$ cat src/rtl/led_scan_decoder.sv
// rtl/led_scan_decoder.sv - receive-side decoder for a 4-digit multiplexed 7-segment display
//
// Watches the active-low anode strobes and segment lines of a scanned display,
// captures each digit once its strobe and segments have been stable for
// SETTLE_CYCLES synchronized samples, decodes the pattern back to a hex nibble
// and publishes complete 4-digit frames.
//
// Optional feature macro: LED_DECODER_CHANGE_ONLY_EN (report a frame only when
// it differs from the last reported one; the first frame after reset always reports).
//
// Ports:
//   clk, reset            rising-edge clock, asynchronous active-high reset
//   an3..an0              anode strobes, active low (an3 = leftmost digit)
//   a..g, dp              segment lines and decimal point, active low
//   digit_value[15:0]     last frame, [15:12] = an3 digit ... [3:0] = an0 digit
//   dp_flags[3:0]         decimal point lit per digit, same ordering
//   blank_mask[3:0]       digit had all segments off, same ordering
//   frame_valid           one-cycle pulse with each output update
//   seg_error             one-cycle pulse on capture of an undecodable pattern
//   anode_error           high each cycle more than one anode is low
//   timeout               one-cycle pulse when a partial frame is discarded
module led_scan_decoder #(
    parameter int SETTLE_CYCLES  = 4,
    parameter int TIMEOUT_CYCLES = 65535
) (
    input  logic        clk,
    input  logic        reset,
    input  logic        an3,
    input  logic        an2,
    input  logic        an1,
    input  logic        an0,
    input  logic        a,
    input  logic        b,
    input  logic        c,
    input  logic        d,
    input  logic        e,
    input  logic        f,
    input  logic        g,
    input  logic        dp,
    output logic [15:0] digit_value,
    output logic [3:0]  dp_flags,
    output logic [3:0]  blank_mask,
    output logic        frame_valid,
    output logic        seg_error,
    output logic        anode_error,
    output logic        timeout
);

    localparam logic [1:0] ST_IDLE   = 2'd0;
    localparam logic [1:0] ST_SETTLE = 2'd1;
    localparam logic [1:0] ST_HOLD   = 2'd2;

    localparam logic [7:0]  SETTLE_N = 8'(SETTLE_CYCLES);
    localparam logic [19:0] TMO_LAST = 20'(TIMEOUT_CYCLES - 1);

    // Segment pattern {a..g}, 1 = lit -> {valid, nibble}
    function automatic logic [4:0] seg_decode(input logic [6:0] s);
        case (s)
            7'h7E: return 5'h10;
            7'h30: return 5'h11;
            7'h6D: return 5'h12;
            7'h79: return 5'h13;
            7'h33: return 5'h14;
            7'h5B: return 5'h15;
            7'h5F: return 5'h16;
            7'h70: return 5'h17;
            7'h7F: return 5'h18;
            7'h7B: return 5'h19;
            7'h77: return 5'h1A;
            7'h1F: return 5'h1B;
            7'h4E: return 5'h1C;
            7'h3D: return 5'h1D;
            7'h4F: return 5'h1E;
            7'h47: return 5'h1F;
            default: return 5'h00;
        endcase
    endfunction

    logic [11:0] raw, sync1, sync2;
    logic [3:0]  an_low;
    logic [6:0]  seg_lit;
    logic        dp_lit;
    logic        one_hot, multi;
    logic [1:0]  idx;
    logic [9:0]  cur_pat, prev_pat;

    logic [1:0]  state, state_next;
    logic [7:0]  cnt, cnt_next;
    logic        capture;

    logic [4:0]  dec;
    logic        cap_blank, cap_err;
    logic [15:0] stage_nib, new_nib;
    logic [3:0]  stage_dp, new_dp, stage_blank, new_blank, mask;
    logic        frame_done, report, tmo_hit;
    logic [19:0] tcnt;

    assign raw = {an3, an2, an1, an0, a, b, c, d, e, f, g, dp};

    // Reset to 1 so a reset looks like "nothing strobed, all segments off"
    always_ff @(posedge clk or posedge reset) begin
        if (reset) begin
            sync1 <= '1;
            sync2 <= '1;
        end else begin
            sync1 <= raw;
            sync2 <= sync1;
        end
    end

    assign an_low  = ~sync2[11:8];
    assign seg_lit = ~sync2[7:1];
    assign dp_lit  = ~sync2[0];

    always_comb begin
        one_hot = 1'b1;
        multi   = 1'b0;
        idx     = 2'd0;
        case (an_low)
            4'b0001: idx = 2'd0;
            4'b0010: idx = 2'd1;
            4'b0100: idx = 2'd2;
            4'b1000: idx = 2'd3;
            4'b0000: one_hot = 1'b0;
            default: begin
                one_hot = 1'b0;
                multi   = 1'b1;
            end
        endcase
    end

    assign cur_pat = {idx, seg_lit, dp_lit};

    // The count restarts at 1 on any change of digit or segments. In HOLD the
    // previous index is the held digit, so an index change is a new digit.
    always_comb begin
        if (state == ST_SETTLE && cur_pat == prev_pat)
            cnt_next = cnt + 8'd1;
        else
            cnt_next = 8'd1;
        capture = one_hot && cnt_next == SETTLE_N &&
                  !(state == ST_HOLD && idx == prev_pat[9:8]);
        if (!one_hot)
            state_next = ST_IDLE;
        else if (capture)
            state_next = ST_HOLD;
        else if (state == ST_HOLD && idx == prev_pat[9:8])
            state_next = ST_HOLD;
        else
            state_next = ST_SETTLE;
    end

    assign dec       = seg_decode(seg_lit);
    assign cap_blank = (seg_lit == 7'd0);
    assign cap_err   = !cap_blank && !dec[4];

    // Staging with the digit being captured this cycle merged in
    always_comb begin
        new_nib   = stage_nib;
        new_dp    = stage_dp;
        new_blank = stage_blank;
        for (int i = 0; i < 4; i++) begin
            if (an_low[i]) begin
                new_nib[i*4 +: 4] = dec[3:0];
                new_dp[i]         = dp_lit;
                new_blank[i]      = cap_blank;
            end
        end
    end

    assign frame_done = capture && ((mask | an_low) == 4'hF);
    assign tmo_hit    = !capture && tcnt == TMO_LAST;

`ifdef LED_DECODER_CHANGE_ONLY_EN
    logic [23:0] last_rep;
    logic        have_rep;

    assign report = frame_done &&
                    (!have_rep || {new_nib, new_dp, new_blank} != last_rep);

    always_ff @(posedge clk or posedge reset) begin
        if (reset) begin
            last_rep <= '0;
            have_rep <= 1'b0;
        end else if (report) begin
            last_rep <= {new_nib, new_dp, new_blank};
            have_rep <= 1'b1;
        end
    end
`else
    assign report = frame_done;
`endif

    always_ff @(posedge clk or posedge reset) begin
        if (reset) begin
            state       <= ST_IDLE;
            cnt         <= '0;
            prev_pat    <= '0;
            stage_nib   <= '0;
            stage_dp    <= '0;
            stage_blank <= '0;
            mask        <= '0;
            tcnt        <= '0;
            digit_value <= '0;
            dp_flags    <= '0;
            blank_mask  <= '0;
            frame_valid <= 1'b0;
            seg_error   <= 1'b0;
            anode_error <= 1'b0;
            timeout     <= 1'b0;
        end else begin
            state       <= state_next;
            cnt         <= one_hot ? cnt_next : 8'd0;
            prev_pat    <= cur_pat;
            frame_valid <= report;
            seg_error   <= capture && cap_err;
            anode_error <= multi;
            timeout     <= tmo_hit;

            if (capture) begin
                stage_nib   <= new_nib;
                stage_dp    <= new_dp;
                stage_blank <= new_blank;
                mask        <= frame_done ? 4'h0 : (mask | an_low);
                tcnt        <= '0;
            end else if (tmo_hit) begin
                mask <= 4'h0;
                tcnt <= '0;
            end else begin
                tcnt <= tcnt + 20'd1;
            end

            if (report) begin
                digit_value <= new_nib;
                dp_flags    <= new_dp;
                blank_mask  <= new_blank;
            end
        end
    end

endmodule

$ cat config.mk
export PLATFORM = sky130hd
export DESIGN_NAME = led_scan_decoder
export DESIGN_NICKNAME = d
export VERILOG_FILES = /design/src/rtl/led_scan_decoder.sv
export SDC_FILE = /design/constraint.sdc
export NUM_CORES = 1
export LEC_CHECK = 0
export CAP_MARGIN = 20
export CORE_MARGIN = 5
export CORE_UTILIZATION = 62
export CTS_CLUSTER_SIZE = 28
export DETAILED_ROUTE_END_ITERATION = 16
export PLACE_DENSITY = 0.84
export SLEW_MARGIN = 40
export SYNTH_ARGS = -nofsm -noshare
export SYNTH_HDL_FRONTEND = slang
export SYNTH_SLANG_ARGS = --single-unit
$ cat constraint.sdc
create_clock -name clk -period 8 [get_ports clk]
set_input_delay 0.8 -clock clk [delete_from_list [all_inputs] [get_ports clk]]
set_output_delay 0.8 -clock clk [all_outputs]
set_load 0.05 [all_outputs]
# Word level (Yosys, flattened, before mapping)

Index checks and enable logic that the tools add are counted.

Flip-flop bits (word level): 120
Bits of input ports: 14
Output and inout bits: 28
Word-level logic and storage cells: 93

Eq/ne operators: 27
Reduce and logical (&&, ||, !) cells: 17
$add $sub $neg: 2
Bitwise operators: 4
Muxes and demuxes: 26

Operators by type and width:

| cell                    | count |
|---|---|
| $eq A7 B7 Y1 const B    | 12 |
| $pmux W5 S16            | 1 |
| $mux W20                | 2 |
| $mux W4                 | 7 |
| $eq A7 B6 Y1 const B    | 3 |
| $add A20 B1 Y20 const B | 1 |
| $eq A20 B16 Y1 const B  | 1 |
| $mux W8                 | 2 |
| $eq A10 B10 Y1          | 1 |
| $mux W1                 | 10 |
| $add A8 B1 Y8 const B   | 1 |
| $eq A4 B4 Y1 const B    | 2 |
| $eq A8 B3 Y1 const B    | 1 |
| $logic_and A1 B1 Y1     | 8 |
| $eq A7 B5 Y1 const B    | 1 |
| $logic_not A7 Y1        | 1 |
| $not A7 Y7              | 1 |
| $mux W2                 | 3 |
| $pmux W2 S3             | 1 |
| $reduce_or A5 Y1        | 1 |
| $eq A4 B1 Y1 const B    | 1 |
| $eq A4 B2 Y1 const B    | 1 |
| $eq A4 B3 Y1 const B    | 1 |
| $logic_not A1 Y1        | 4 |
| 9 further kinds         | 9 |

# Longest topological paths before layout

Gate-level depths: netlist of the first run.

Depth after elaboration: 13
Mapped depth: 8
Depth with buffers taken out: 7

# Worst setup path after synthesis of the first run

OpenSTA, ideal clock, no wires.

Path kind: flip-flop to flip-flop
From: register sync2[4]
To: register blank_mask[0]
Required time: 7873 ps
Setup time: 127 ps
Cell stages (with the launch flop): 9
Period minus slack after synthesis: 2371 ps
Arrival: 2243 ps
Setup slack: 5629 ps
Path buffers: 2
Cells stage by stage: dfstp_2 -> clkbuf_1 -> xor2_1 -> nand4_1 -> nor4_4 -> nand3_4 -> nor2_8 -> buf_6 -> mux2_1

Longest elaborated chain between the ends: 8
Elaborated cells on any way between the ends: 10
Classes of those cells: eq/ne (2); mux (2); bitwise (1); reduce/logical (5)

Ends and longest elaborated chain:

| item                              | line | RTL |
|---|---|---|
| start, declared                   | 79   | `logic [11:0] raw, sync1, sync2;` |
| start signal, assigned            | 107  | `sync2 <= sync1;` |
| $not A7 Y7 *                      | 112  | `assign seg_lit = ~sync2[7:1];` |
| $eq A10 B10 Y1                    | 137  | `if (state == ST_SETTLE && cur_pat == prev_pat)` |
| $logic_and A1 B1 Y1               | 137  |  |
| $mux W8                           | 137  |  |
| $eq A8 B3 Y1                      | 141  | `capture = one_hot && cnt_next == SETTLE_N &&` |
| $logic_and A1 B1 Y1 (2 in series) | 141  |  |
| $logic_and A1 B1 Y1               | 171  | `assign frame_done = capture && ((mask \| an_low) == 4'hF);` |
| end signal, assigned              | 236  | `blank_mask <= new_blank;` |
| end, declared                     | 42   | `output logic [3:0] blank_mask,` |

Every way passes the cells marked *; elsewhere a longest branch is shown, timed or not.
A chain may end at the register's enable or synchronous reset.

# Worst setup path in the final report of the first run

From: register sync2[11]
To: register digit_value[14]

Longest elaborated chain between the ends: 10
Elaborated cells on any way between the ends: 21
Classes of those cells: eq/ne (8); mux (4); bitwise (2); reduce/logical (7)

Ends and longest elaborated chain:

| item                                       | line | RTL |
|---|---|---|
| $not A4 Y4 *                               | 111  | `assign an_low = ~sync2[11:8];` |
| $eq A4 B4 Y1, or another cell as far along | 119  | `case (an_low)` |
| $pmux W2 S3                                | 119  |  |
| $eq A10 B10 Y1                             | 137  |  |
| $logic_and A1 B1 Y1                        | 137  |  |
| $mux W8                                    | 137  |  |
| $eq A8 B3 Y1                               | 141  |  |
| $logic_and A1 B1 Y1 (2 in series)          | 141  |  |
| $logic_and A1 B1 Y1                        | 171  |  |
| end signal, assigned                       | 234  | `digit_value <= new_nib;` |
| end, declared                              | 40   | `output logic [15:0] digit_value,` |

Marks and branches as above.

==> results of run 1 <==
-- layout by cell type (no fill, tap or decap), types with 3 or more instances in the layout --
master,count
and3_1,8
o2bb2ai_1,5
mux2_1,21
nand4b_1,4
clkdlybuf4s50_1,41
bufinv_16,4
o21ai_0,28
dfrtp_1,96
nor2b_1,7
ha_1,3
nand2_1,44
xnor2_1,14
or4_1,4
clkbuf_16,16
nand4_1,9
or2_2,3
dfstp_2,24
nand3_1,12
nor2_4,4
a21oi_1,9
nor4_1,5
inv_1,14
mux2_2,27
xor2_1,24
nor2_1,42
nor3_1,10
clkbuf_8,7
-- worst reg2reg max path, delay by kind of cell (launching register included) --
kind            cells  cell delay, ns
simple gates        3            1.14
xor+xnor            1            0.20
compound gates      1            0.33
mux                 1            0.41
flops               1            0.82
-- where the power goes --
group / internal [mW] / total, mW / leakage [nW] / switching (mW)
clock: 0.558 / 0.831 / 0.321 / 0.273
sequential: 0.623 / 0.641 / 1.55 / 0.0182
combinational: 0.0193 / 0.0522 / 1.06 / 0.0330
-- layer usage --
metal | wire length, µm | vias up | global-route usage
met4 | 352 | 0 | 0.105
li1 | - | 1723 | -
met1 | 4670 | 1850 | 0.307
met3 | 770 | 44 | 0.0697
met2 | 5950 | 158 | 0.403
met5 | 0 | - | 0
-- registers in the layout (all words and copies together), names as in the netlist --
signal       count
mask             4
stage_dp         4
dp_flags         4
cnt              8
stage_nib       16
blank_mask       4
tcnt            20
frame_valid      1
digit_value     16
sync2           12
anode_error      1
stage_blank      4
seg_error        1
timeout          1
sync1           12
state            2
prev_pat        10
-- cells by family after synthesis --
kind of cell	after synthesis	share of synthesized area
AND/OR/NAND/NOR	166	0.165
flip-flops	120	0.565
AO/OA/AOI/OAI	60	0.0713
multiplexers	48	0.101
XOR/XNOR	38	0.0619
buffers and inverters	35	0.0279
adder cells (fa/ha/maj)	4	0.00885
-- metrics by stage --
step / instance area [µm²] / hold slack, ns
floorplan: 5370 / 0.345
global placement: 5830 / 0.346
detailed placement: 5840 / 0.347
CTS: 6490 / 0.356
global route: 6490 / 0.358
finish: 6490 / 0.354
-- area by class of cell --
class                           instances  area, µm²
Fill cell                             523       2100
Clock buffer                           23        497
Timing Repair Buffer                   42        422
Multi-Input combinational cell        316       2190
Tap cell                              108        135
Clock inverter                          9        159
Sequential cell                       120       3030
Inverter                               15       58.8
-- worst max path at each step --
stage / from / depth (start not counted) / slack, ns / endpoint
finish: sync2[11] / 6 / 4.99 / digit_value[14]
global route: sync2[11] / 6 / 4.83 / digit_value[4]
CTS: sync2[8] / 6 / 4.98 / digit_value[4]
detailed placement: sync2[10] / 6 / 5.03 / digit_value[15]
global placement: sync2[10] / 6 / 5.18 / blank_mask[3]
floorplan: reset / 1 / 4.05 / anode_error
==> impl_results.md, run 1 <==
* Post-DP HPWL at 7000 µm
* Clk Latency, worst-skew pair at 0.51 ns
* Die Width at 103 µm
* Initial antenna violation count at 0
* Row count at 34
* Placed insts at 601
* Worst path max stage delay at 0.82 ns
* Mapped Nets at 488
* FF-to-FF Start: sync2[11]
* Core area at 8590 µm²
* DRC viols at 0
* CTS sink count at 120
* Post-CTS Hold Fix Bufs at 0
* Worst hold start: sync1[3]
* Synthesized instance count at 471
* Post-synth ARST share at 1.00
* Leak pwr at 2.94 nW
* Post-synth EDFFs at 0
* Initial Utilization at 0.625
* Avg Cell Area, Syn at 11.4 µm²
* Pin count of the biggest net entering global routing at 84
* PnR worst setup slack at 4.99 ns
* DIE HEIGHT at 103 µm
* Detail Route Antenna Nets at 0
* Fmax at 0.332 GHz
* WL final at 11700 µm
* Clock slew seen by the registers of the worst setup and hold paths at 0.06 ns
* H-tree depth at 4
* Top cells by area, synth: dfrtp_1 (45%), dfstp_2 (12%), mux2_2 (5.7%)
* GP Congestion at 0.851
* Main synth FF type: dfrtp_1
* Number of buffers and inverters on the critical path at 0
* Seq/Total Area, Yosys at 0.565
* Post-cts sizing count at 0
* Finish-stage setup viols at 0
* Crit. End Element: register
* Slowest cell on crit path: dfstp_2
* WL/cell at 18.5 µm
* Worst reg2reg path endpoint: digit_value[14]
* Pre-CTS setup slack at 5.03 ns
* TritonCTS clock tree: yes
* Area leader, netlist: dfrtp_1
* Slew Limit Fails at 0
* Critical path required time at 8.40 ns
* Final Hold Fails at 0
* Crit share post-route at 0.377
* Status: finished, final reports clean
* Vias in the first global route at 3929
* CP Launch Type: register
* Grt ovf at 0
* HP Class: register to register
* Worst hold endpoint: sync2[3]
* Post-synthesis cell area at 5370 µm²
* Synth top area share at 0.447
* Setup slack, reg-to-reg at 4.99 ns
* Seq cells post-synth at 120
* Critical path cell sequence: xnor2_1 -> o211a_1 -> nor4_4 -> nand3_4 -> nor2_8 -> mux2_2
* Postcts setup bufs at 0
* CP Class: register to register
* Number of port buffers at 41
* Clk_skew at 0.0118 ns
* Area delta synth->final at 20.9%
* GRT Util Overall at 0.246
* Layout net count at 529
* First-pass GRT wire length at 19700 µm
* Die area at 10600 µm²
* Root Driver: clkbuf_8
* Final Power at 1.52 mW
* Via density at 5.96
* Synthesis Warnings at 0
* Worst-Margin Slew at 0.730 ns
* IO Count at 42
* Post-layout min period at 3.01 ns
* DRT iter0 DRCs at 337
* Setup Total Neg Slack at 0 ns
* CP max FO at 24
* Non-Filler Instances at 633
* Worst IR Drop VDD at 0.259 mV
* Fin util at 0.756
* RSZ-0062 raised after global routing: no
* Worst hold path depth at 0
* Reg2Reg Depth at 6
* CTS Buffer Depth at 2
* Most common cell in the netlist: dfrtp_1
* DRT Pass-1 Iters at 6
* Ant diodes at 0
* Cell variety after synth at 52
* Max Cap Viol at 0
* Commonest cells post-synth: dfrtp_1 (96), nand2_1 (44), nor2_1 (42)
* TritonCTS buffer count at 17
* Largest delay contributor family on the critical path: simple AND/OR/NAND/NOR gates
* PD cells at 235 nW/µm²
* Via count at 3775
* Worst path arrival time at 3.41 ns
* Headroom to the max-slew limit at 0.513
* Share of cells above drive strength 1 at 0.189
Power figures use the tool's default switching activity.
==> run 2, diff against run 1 <==
--- a/config.mk
+++ b/config.mk
@@ -7,10 +7,10 @@
 export LEC_CHECK = 0
 export CAP_MARGIN = 20
 export CORE_MARGIN = 5
-export CORE_UTILIZATION = 62
+export CORE_UTILIZATION = 52
 export CTS_CLUSTER_SIZE = 28
 export DETAILED_ROUTE_END_ITERATION = 16
-export PLACE_DENSITY = 0.84
+export PLACE_DENSITY = 0.75
 export SLEW_MARGIN = 40
 export SYNTH_ARGS = -nofsm -noshare
 export SYNTH_HDL_FRONTEND = slang
==> constraint.sdc (replaced) <==
create_clock -name clk -period 2.4 [get_ports clk]
set_input_delay 0.24 -clock clk [delete_from_list [all_inputs] [get_ports clk]]
set_output_delay 0.24 -clock clk [all_outputs]
set_load 0.05 [all_outputs]
==> run 2 against run 1 <==
  * Combinational power increased to 4.6 times the previous value
  * Non-clock buffer count increased by 29
  * Total power rose to 3.0 times the previous value
  * Final cell count is 8.8% higher
  * Sequential share of layout area decreased by 1.4 points
  * Via count down 2.4%
  * Register-to-register slack got worse by 4.9 ns
  * Critical path depth grew 1
==> impl_results.md, run 2 (synthesis gave the netlist of run 1 again) <==
* HP Class: input port to register
* Detail Route Antenna Nets at 0
* Fmax at 0.435 GHz
* FF-to-FF Start: sync2[4]
* Slowest cell on crit path: dfstp_2
* Final hold slack at 0.129 ns
* Placed insts at 656
* H-tree depth at 4
* Post-layout min period at 2.30 ns
* Most frequent cells in the layout: dfrtp_1 (96), nand2_1 (44), nor2_1 (42), clkdlybuf4s50_1 (41), o21ai_0 (28)
* Final Power at 4.61 mW
* Critical path required time at 2.79 ns
* CP Launch Type: register
* Post-DP HPWL at 7260 µm
* Share of cells above drive strength 1 at 0.228
* Worst setup path end: stage_nib[2]
* Row count at 37
* Area delta synth->final at 24.5%
* GRT Util Overall at 0.180
* Non-Filler Instances at 689
* Via density at 5.35
* Headroom to the max-slew limit at 0.591
* Max Cap Viol at 0
* Slew Limit Fails at 0
* CP Class: register to register
* First-pass GRT wire length at 17900 µm
* DRT Pass-1 Iters at 4
* Clk Latency, worst-skew pair at 0.51 ns
* TritonCTS clock tree: yes
* Ant diodes at 0
* Crit share post-route at 0.957
* Pre-CTS setup slack at 0.0561 ns
* TritonCTS buffer count at 17
* Final Hold Fails at 0
* WL/cell at 15.4 µm
* DIE HEIGHT at 112 µm
* Leak pwr at 3.05 nW
* Commonest non-fill, non-tap cell in the layout: dfrtp_1
* Reg2Reg Depth at 7
* PnR worst setup slack at 0.103 ns
* Critical path cell sequence: xor2_1 -> nand4_1 -> nor4_4 -> nand3_4 -> buf_12 -> nor2_4 -> mux2_2
* GP Congestion at 0.891
* Root Driver: clkbuf_8
* Largest delay contributor family on the critical path: simple AND/OR/NAND/NOR gates
* Die Width at 112 µm
* RSZ-0062 raised after global routing: no
* Crit. End Element: register
* CP max FO at 6
* Crit path depth at 7
* Number of buffers and inverters on the critical path at 1
* PD cells at 689 nW/µm²
* DRC viols at 0
* Worst reg2reg path endpoint: stage_nib[2]
* CTS Buffer Depth at 2
* Biggest register: tcnt
* Max reg flops at 20
* Via count at 3686
* Die area at 12500 µm²
* Fin util at 0.657
* Layout net count at 558
* Worst IR Drop VDD at 0.406 mV
* Worst-Margin Slew at 0.614 ns
* CTS sink count at 120
* Top Registers: tcnt: 20 flops, digit_value: 16 flops, stage_nib: 16 flops
* Cell Area, Placed at 6120 µm²
* Clock slew seen by the registers of the worst setup and hold paths at 0.05 ns
* Setup slack, reg-to-reg at 0.10 ns
* Pin count of the biggest net entering global routing at 121
* Worst path arrival time at 2.68 ns
* WL final at 10600 µm
* Initial Utilization at 0.528
* Core area at 10200 µm²
* Worst path max stage delay at 0.55 ns
* IO Count at 42
* Status: finished, final reports clean
* Vias in the first global route at 3737
* Grt ovf at 0
* Worst setup startpoint: sync2[4]
* Clk_skew at 0.0106 ns
* Post-route cell area at 6690 µm²
* DRT iter0 DRCs at 203
* Finish-stage setup viols at 0
* Setup Total Neg Slack at 0 ns
* Initial antenna violation count at 0
* Number of port buffers at 41
==> run 2: cell types whose count changed in the layout (fill, tap and decap cells not counted), sizes merged <==
cell	delta
bufinv	-3
inv	-3
clkinv	+5
buf	+29
==> run 2: worst register-to-register path, stage by stage (launching register included) <==
cell and delay (ns):
dfstp_2 0.55, xor2_1 0.14, nand4_1 0.21, nor4_4 0.40, nand3_4 0.16, buf_12 0.17
nor2_4 0.17, mux2_2 0.36
==> run 2: final cells by class <==
| class | instances | area, µm² |
|---|---|---|
| repair buffers | 71 | 686 |
| well taps | 136 | 170 |
| multi-input cells | 316 | 2200 |
| inverters | 15 | 60.1 |
| fillers | 791 | 3500 |
| clock inverters | 8 | 72.6 |
| flip-flops and latches | 120 | 3030 |
| clock buffers | 23 | 467 |
==> run 2: worst min path at each step <==
| stage | to | from | slack (ns) | cells past startpoint |
|---|---|---|---|---|
| after global placement | sync2[3] | sync1[3] | 0.35 | 0 |
| after floorplan | sync1[0] | dp | 0.24 | 0 |
| after detailed placement | sync2[1] | sync1[1] | 0.35 | 0 |
| after CTS | sync1[4] | d | 0.11 | 1 |
| final | sync1[6] | b | 0.13 | 1 |
| after global routing | sync1[3] | e | 0.11 | 1 |
==> run 2: report_power, final <==
part / internal, mW / total (mW) / leakage (nW) / switching (mW)
clock: 1.44 / 2.27 / 0.271 / 0.832
combinational: 0.0907 / 0.239 / 1.22 / 0.149
sequential: 2.08 / 2.10 / 1.55 / 0.0217
total: 3.61 / 4.61 / 3.05 / 1.00
==> run 2: repair_timing <==
action,CTS,global route
pin swaps,3,4
setup endpoints to repair,13,59
resized for setup,2,1
hold buffers,0,0
cloned,0,0
setup buffers,2,0
==> run 2: per-layer routing <==
layer	part of all wire	track usage
met5	0	0
met4	0.017	0.0738
met3	0.045	0.0495
met2	0.49	0.285
met1	0.45	0.236
